`src/rtl/phase_det_pkg.sv`:
```
// Shared FSM encodings and sizing helper for the multi-channel phase detector.
package phase_det_pkg;

    localparam logic [1:0] IDLE  = 2'd0;
    localparam logic [1:0] ARM   = 2'd1;
    localparam logic [1:0] COUNT = 2'd2;
    localparam logic [1:0] DONE  = 2'd3;

    function automatic int chan_w(input int n);
        return (n > 1) ? $clog2(n) : 1;
    endfunction

endpackage

```
`src/rtl/phase_det_ch.sv`:
```
// One measured channel: edge synchronizer, stop divider, tic counter and
// the ARM/COUNT/DONE measurement FSM.
module phase_det_ch
    import phase_det_pkg::*;
#(
    parameter int TIC_BITS = 9,
    parameter int DIV_BITS = 16
) (
    input  logic                clk,
    input  logic                rst,
    input  logic                en,
    input  logic [DIV_BITS-1:0] div,
    input  logic                eclk,
    input  logic                start,
    input  logic                take,
    output logic                done,
    output logic                drop,
    output logic [TIC_BITS-1:0] result,
    output logic                ovf
);

    localparam logic [TIC_BITS-1:0] TIC_MAX = '1;

    function automatic logic [DIV_BITS-1:0] div_eff(input logic [DIV_BITS-1:0] d);
        return (d == '0) ? DIV_BITS'(1) : d;
    endfunction

    function automatic logic [TIC_BITS-1:0] sat_inc(input logic [TIC_BITS-1:0] v);
        return (v == TIC_MAX) ? TIC_MAX : v + TIC_BITS'(1);
    endfunction

    logic                meta_p0, sync_p1, edge_p2;
    logic                pulse, stop, armed;
    logic [DIV_BITS-1:0] div_q, div_cnt;
    logic [1:0]          state;
    logic [TIC_BITS-1:0] tic;

    // stage p0/p1: two-flop synchronizer, p2: edge detect register
    always_ff @(posedge clk or posedge rst) begin
        if (rst) begin
            meta_p0 <= 1'b0;
            sync_p1 <= 1'b0;
            edge_p2 <= 1'b0;
        end else begin
            meta_p0 <= eclk;
            sync_p1 <= meta_p0;
            edge_p2 <= sync_p1;
        end
    end

    assign pulse = sync_p1 & ~edge_p2;
    assign stop  = pulse && (div_cnt == div_q - DIV_BITS'(1));

    always_ff @(posedge clk or posedge rst) begin
        if (rst) begin
            div_cnt <= '0;
            div_q   <= DIV_BITS'(1);
        end else if (!en) begin
            div_cnt <= '0;
            div_q   <= div_eff(div);
        end else if (pulse) begin
            if (stop) begin
                div_cnt <= '0;
                div_q   <= div_eff(div);
            end else begin
                div_cnt <= div_cnt + DIV_BITS'(1);
            end
        end
    end

    // A DONE channel whose result is being taken this cycle behaves as armed,
    // so a start arriving on the hand-off cycle is not lost.
    assign armed = (state == ARM) || ((state == DONE) && take);
    assign done  = (state == DONE);
    assign drop  = en && (state == DONE) && !take && start;

    always_ff @(posedge clk or posedge rst) begin
        if (rst) begin
            state <= IDLE;
            tic   <= '0;
        end else if (!en) begin
            state <= IDLE;
        end else begin
            case (state)
                IDLE: state <= ARM;
                COUNT: begin
                    tic <= sat_inc(tic);
                    if (stop) state <= DONE;
                end
                default: begin
                    if (armed) begin
                        if (start) begin
                            tic   <= '0;
                            state <= stop ? DONE : COUNT;
                        end else begin
                            state <= ARM;
                        end
                    end
                end
            endcase
        end
    end

    always_ff @(posedge clk) begin
        if (en && (state == COUNT) && stop) begin
            result <= sat_inc(tic);
            ovf    <= (tic == TIC_MAX);
        end else if (en && armed && start && stop) begin
            result <= '0;
            ovf    <= 1'b0;
        end
    end

endmodule

```
`src/rtl/phase_det_mc.sv`:
```
// Multi-channel phase detector: shared reference start divider, N_CH measuring
// channels and a round-robin arbiter feeding a single valid/ready result stream.
module phase_det_mc
    import phase_det_pkg::*;
#(
    parameter int TIC_BITS = 9,
    parameter int N_CH     = 2,
    parameter int DIV_BITS = 16
) (
    input  logic                       i_clk,
    input  logic                       i_rst,
    input  logic                       i_en,
    input  logic [DIV_BITS-1:0]        i_div_ref,
    input  logic [N_CH*DIV_BITS-1:0]   i_div_ch,
    input  logic                       i_eclk_ref,
    input  logic [N_CH-1:0]            i_eclk_ch,
    output logic [TIC_BITS-1:0]        o_tdata,
    output logic [chan_w(N_CH)-1:0]    o_tchan,
    output logic                       o_tovf,
    output logic                       o_tvalid,
    input  logic                       i_tready,
    output logic [N_CH-1:0]            o_drop
);

    localparam int CH_W = chan_w(N_CH);

    function automatic logic [DIV_BITS-1:0] div_eff(input logic [DIV_BITS-1:0] d);
        return (d == '0) ? DIV_BITS'(1) : d;
    endfunction

    function automatic int rr_idx(input logic [CH_W-1:0] base, input int off);
        int s;
        s = int'(base) + 1 + off;
        return (s >= N_CH) ? s - N_CH : s;
    endfunction

    logic                ref_meta_p0, ref_sync_p1, ref_edge_p2;
    logic                ref_pulse, start;
    logic [DIV_BITS-1:0] ref_cnt, ref_div_q;

    // stage p0/p1: reference synchronizer, p2: edge register (same depth as channels)
    always_ff @(posedge i_clk or posedge i_rst) begin
        if (i_rst) begin
            ref_meta_p0 <= 1'b0;
            ref_sync_p1 <= 1'b0;
            ref_edge_p2 <= 1'b0;
        end else begin
            ref_meta_p0 <= i_eclk_ref;
            ref_sync_p1 <= ref_meta_p0;
            ref_edge_p2 <= ref_sync_p1;
        end
    end

    assign ref_pulse = ref_sync_p1 & ~ref_edge_p2;
    assign start     = ref_pulse && (ref_cnt == ref_div_q - DIV_BITS'(1));

    always_ff @(posedge i_clk or posedge i_rst) begin
        if (i_rst) begin
            ref_cnt   <= '0;
            ref_div_q <= DIV_BITS'(1);
        end else if (!i_en) begin
            ref_cnt   <= '0;
            ref_div_q <= div_eff(i_div_ref);
        end else if (ref_pulse) begin
            if (start) begin
                ref_cnt   <= '0;
                ref_div_q <= div_eff(i_div_ref);
            end else begin
                ref_cnt <= ref_cnt + DIV_BITS'(1);
            end
        end
    end

    logic [N_CH-1:0]     done, take, req, ovf;
    logic [TIC_BITS-1:0] result [N_CH];

    for (genvar k = 0; k < N_CH; k++) begin : g_ch
        phase_det_ch #(
            .TIC_BITS (TIC_BITS),
            .DIV_BITS (DIV_BITS)
        ) u_ch (
            .clk    (i_clk),
            .rst    (i_rst),
            .en     (i_en),
            .div    (i_div_ch[k*DIV_BITS +: DIV_BITS]),
            .eclk   (i_eclk_ch[k]),
            .start  (start),
            .take   (take[k]),
            .done   (done[k]),
            .drop   (o_drop[k]),
            .result (result[k]),
            .ovf    (ovf[k])
        );
    end

    logic            out_free, grant_vld;
    logic [CH_W-1:0] grant_idx, ptr;

    // Results held while disabled are being discarded, so they never compete.
    assign req = done & {N_CH{i_en}};

    always_comb begin
        out_free  = !o_tvalid || i_tready;
        grant_vld = 1'b0;
        grant_idx = '0;
        for (int i = 0; i < N_CH; i++) begin
            if (!grant_vld && req[rr_idx(ptr, i)]) begin
                grant_vld = 1'b1;
                grant_idx = CH_W'(rr_idx(ptr, i));
            end
        end
        take = '0;
        if (out_free && grant_vld) take[grant_idx] = 1'b1;
    end

    // stage: output register, loaded the cycle after a grant
    always_ff @(posedge i_clk or posedge i_rst) begin
        if (i_rst) begin
            o_tvalid <= 1'b0;
            o_tdata  <= '0;
            o_tchan  <= '0;
            o_tovf   <= 1'b0;
            ptr      <= CH_W'(N_CH - 1);
        end else if (out_free) begin
            o_tvalid <= grant_vld;
            if (grant_vld) begin
                o_tdata <= result[grant_idx];
                o_tchan <= grant_idx;
                o_tovf  <= ovf[grant_idx];
                ptr     <= grant_idx;
            end
        end
    end

endmodule
```
`config.mk`:
```
export PLATFORM = sky130hd
export DESIGN_NAME = phase_det_mc
export DESIGN_NICKNAME = d
export VERILOG_FILES = /design/src/rtl/phase_det_pkg.sv /design/src/rtl/phase_det_ch.sv /design/src/rtl/phase_det_mc.sv
export SDC_FILE = /design/constraint.sdc
export NUM_CORES = 1
export LEC_CHECK = 0
export ABC_AREA = 0
export CORE_MARGIN = 3
export CORE_UTILIZATION = 30
export DETAILED_ROUTE_END_ITERATION = 10
export GPL_TIMING_DRIVEN = 0
export PLACE_DENSITY_LB_ADDON = 0.08
export SYNTH_ARGS = -nofsm -noshare
export SYNTH_HDL_FRONTEND = slang
export SYNTH_SLANG_ARGS = --single-unit
```
`constraint.sdc`:
```
create_clock -name i_clk -period 4.4 [get_ports i_clk]
set_clock_uncertainty 0.05 [all_clocks]
set_input_delay 0.88 -clock i_clk [delete_from_list [all_inputs] [get_ports i_clk]]
set_output_delay 0.88 -clock i_clk [all_outputs]
set_load 0.1 [all_outputs]
```
==> run_results.csv <==
group,metric,value,unit
route,firstDrtPassIters,5,
hold_path,hold_path_end,"g_ch[0].u_ch.sync_p1",
grt,grt_pass1_wl,36500,µm
grt,antenna_found_initial,0,
finish,seq_area,4110,µm²
pwr,p_sw,0.925,mW
route,dr.first_iter.drc_count,347,
pwr,p_comb_share,10.6,%
setup_path,crit_path_top_delay_cell,"or4_4",
cts,cts.sinks,160,
die,rows,62,
route,finalWirelength,21800,µm
hold_path,hold_path.class,"reg -> reg",
setup_path,end_kind,"primary output",
cts,clockBufferDepth,2,
placement,dpl_cell_area,10000,µm²
die,die_width,177,µm
yosys,yosysSeqAreaShare,46.8,%
setup_path,critPathRequiredTime,3.47,ns
yosys,syn_nets,957,
hold_path,min_from,"g_ch[0].u_ch.meta_p0",
route,detail_route.vias_per_cell,4.91,
placement,gp_congestion,0.803,
route,wl_per_cell,15.8,µm
finish,nFillCells,2928,
timing,min_period,4.27,ns
grt,grt.total_usage,14.5,%
timing,max_freq,0.234,GHz
placement,hpwl,16300,µm
route,vias,6800,
cts,clk_pin_slew_worst_paths,0.07,ns
timing,whs,0.299,ns
setup_path,critPathMaxFanout,6,
yosys,synthArstFlopShare,87.5,%
finish,drive_gt1_share,11.2,%
timing,drv_slew,0,
finish,final_common_cell,"dfrtp_1",
yosys,synthTopCellsByArea,"dfrtp_1 39%, edfxtp_1 6.8%, xnor2_1 5.7%",
yosys,synthCells,894,
die,ios,69,
flow_run,cap_violations,0,
die,die_y,177,µm
setup_path,max_stage_delay,0.57,ns
yosys,ys_seq_elements,160,
placement,portBuffers,67,
pwr,vdd_ir_drop_max,0.227,mV
finish,multiInputGateArea,4550,µm²
die,initial_core_util,30.5,%
cts,htreeDepth,4,
grt,grt_start_max_net_pins,36,
cts,holdBufCountCts,0,
hold_path,whs_path_depth,0,
setup_path,worstPathArrival,3.34,ns
timing,finalCritPeriodShare,97.1,%
die,die_area,31400,µm²
timing,hold_violations,0,
pwr,powerDensity,317,nW/µm²
timing,maxSlewHeadroom,34.7,%
setup_path,reg2reg_slack,0.59,ns
setup_path,r2r_start,"g_ch[1].u_ch.div_q[1]",
yosys,synth.yosys.warnings,0,
finish,nets,1050,
finish,postLayoutCellArea,10700,µm²
finish,layout_common_cells,"134 x dfrtp_1, 109 x nor2_1, 84 x nand2_1",
yosys,synth_ff_type,"dfrtp_1",
finish,syn2layout_area_growth,21.7,%
route,ant_nets,0,
pwr,power.internal,2.46,mW
timing,finalSetupViolCount,0,
yosys,synth_edf_count,20,
yosys,yosysTopAreaCell,"dfrtp_1",
timing,worstMarginPinSlew,0.976,ns
setup_path,r2r-end,"g_ch[1].u_ch.result[7]",
pwr,seqPwrFrac,48.3,%
grt,grt_pass1_vias,6795,
finish,insertedDiodeCount,0,
yosys,netlist_area,8780,µm²
yosys,synthDistinctLibCells,73,
pwr,swShare,27.3,%
setup_path,critical_path_class,"reg -> out",
cts,clockRootBuffer,"clkbuf_16",
route,drcViolationCount,0,
setup_path,worstSetupStartpointType,"flop",
cts,cts_tree,"built",
status,outcome,"complete, no violations",
yosys,yosysTopAreaCellShare,38.8,%
pwr,leakagePower,4.04,nW
cts,clock_latency,0.43,ns
setup_path,critical_path.cell_chain,"or4_4 > nor4_4 > nand3b_1 > a2111oi_4 > o2111ai_2 > or2_2 > nor3b_2 > buf_4 > buf_8",
yosys,avgSynthCellArea,9.82,µm²
grt,overflow,0,
setup_path,r2r_cells,9,
die,coreArea,28800,µm²
pwr,clkPwrFrac,41.1,%
cts,cts_made_buffers,17,
-- routing by layer --
layer,up-vias,share of wire [%],track usage [%]
li1,3414,-,-
met1,3278,53,21.1
met2,95,43,22.5
met3,13,2.9,2.64
met4,0,0.89,3.18
met5,-,0,0
-- power groups by stage --
| stage | Sequential [mW] | Clock, mW | Combinational (mW) |
|---|---|---|---|
| 6_report | 1.63 | 1.39 | 0.358 |
| 5_1_grt | 1.64 | 1.51 | 0.403 |
| 4_1_cts | 1.63 | 1.44 | 0.359 |
| 3_5_place_dp | 1.66 | 0 | 0.355 |
| 3_3_place_gp | 1.66 | 0 | 0.344 |
| 2_1_floorplan | 1.64 | 0 | 0.231 |
-- stage by stage --
step | setup TNS (ns) | setup slack, ns | total power [mW] | utilization, % | cells
2_1_floorplan | 0 | 0.676 | 1.87 | - | 894
3_3_place_gp | -1.85 | -0.854 | 2.01 | 34.5 | 1345
3_5_place_dp | -1.53 | -0.800 | 2.02 | 34.8 | 1349
4_1_cts | 0 | 0.0223 | 3.44 | 36.8 | 1382
5_1_grt | -0.0143 | -0.0137 | 3.55 | 37.1 | 1384
6_report | 0 | 0.126 | 3.38 | 37.1 | 1384
-- cell usage after synthesis (6+ instances only) --
| library cell | instances |
|---|---|
| edfxtp_1 | 20 |
| nand2_1 | 84 |
| inv_1 | 17 |
| nor3b_1 | 6 |
| a21oi_1 | 34 |
| nand4_1 | 17 |
| o21ai_0 | 31 |
| and3_1 | 19 |
| nor3_1 | 34 |
| nor2_1 | 109 |
| nand2b_1 | 6 |
| nor4_1 | 17 |
| dfrtp_1 | 136 |
| mux2_1 | 17 |
| clkbuf_1 | 15 |
| a22oi_1 | 12 |
| o21a_1 | 9 |
| mux2_2 | 28 |
| xnor2_1 | 57 |
| mux2i_1 | 7 |
| ha_1 | 8 |
| or3_1 | 10 |
| or4_1 | 7 |
| nand3_1 | 34 |
| xor2_1 | 46 |
| o22ai_1 | 7 |
| or2_2 | 6 |
-- worst max-delay path by stage --
stage,startpoint,to,slack [ns],cells after the start
after global routing,ref_div_q[6],o_drop[1],-0.01,9
after detailed placement,ref_div_q[5],o_drop[1],-0.80,9
after floorplan,ref_div_q[5],o_drop[1],0.68,8
after global placement,ref_div_q[5],o_drop[1],-0.85,9
final,ref_div_q[6],o_drop[1],0.13,9
after CTS,ref_div_q[5],o_drop[1],0.02,9
-- flip-flops by register name, summed over array words and instances, names as in the netlist, 4 cells and up --
signal	flops
g_ch.u_ch.div_cnt	32
g_ch.u_ch.result	18
ref_div_q	16
g_ch.u_ch.state	4
ref_cnt	16
o_tdata	9
g_ch.u_ch.div_q	32
g_ch.u_ch.tic	18
-- final cells by class --
class	count	area share, %
timing repair buffer	74	7.38
buffer	28	1.42
clock inverter	15	1.04
clock buffer	17	3.98
tap	384	4.50
sequential	160	38.5
multi-input combinational	689	42.6
inverter	17	0.632
-- worst max-delay path, delay by kind of cell, from the launching register on --
kind,cells,cell delay (ns)
and+or+nand+nor,5,1.54
buffers and inverters,2,0.32
AOI/OAI and AO/OA,2,0.58
DFF,1,0.46
-- kinds of logic (layout without fill, tap and decap cells) --
kind of cell | count (synthesis) | count (layout) | synth area share (%)
xor+xnor | 103 | 103 | 10.3
mux | 52 | 52 | 6.57
buf+inv | 45 | 151 | 2.38
flops | 160 | 160 | 46.8
fa+ha+maj | 8 | 8 | 1.14
simple gates | 384 | 384 | 22.1
compound gates | 142 | 142 | 10.7
-- timing repair --
item | 4_1_cts | 5_1_grt
gates resized for setup | 19 | 15
pin swaps | 1 | 5
buffers inserted | 1 | 2
setup endpoints to repair | 2 | 2
(Power assumes the default switching activity.)
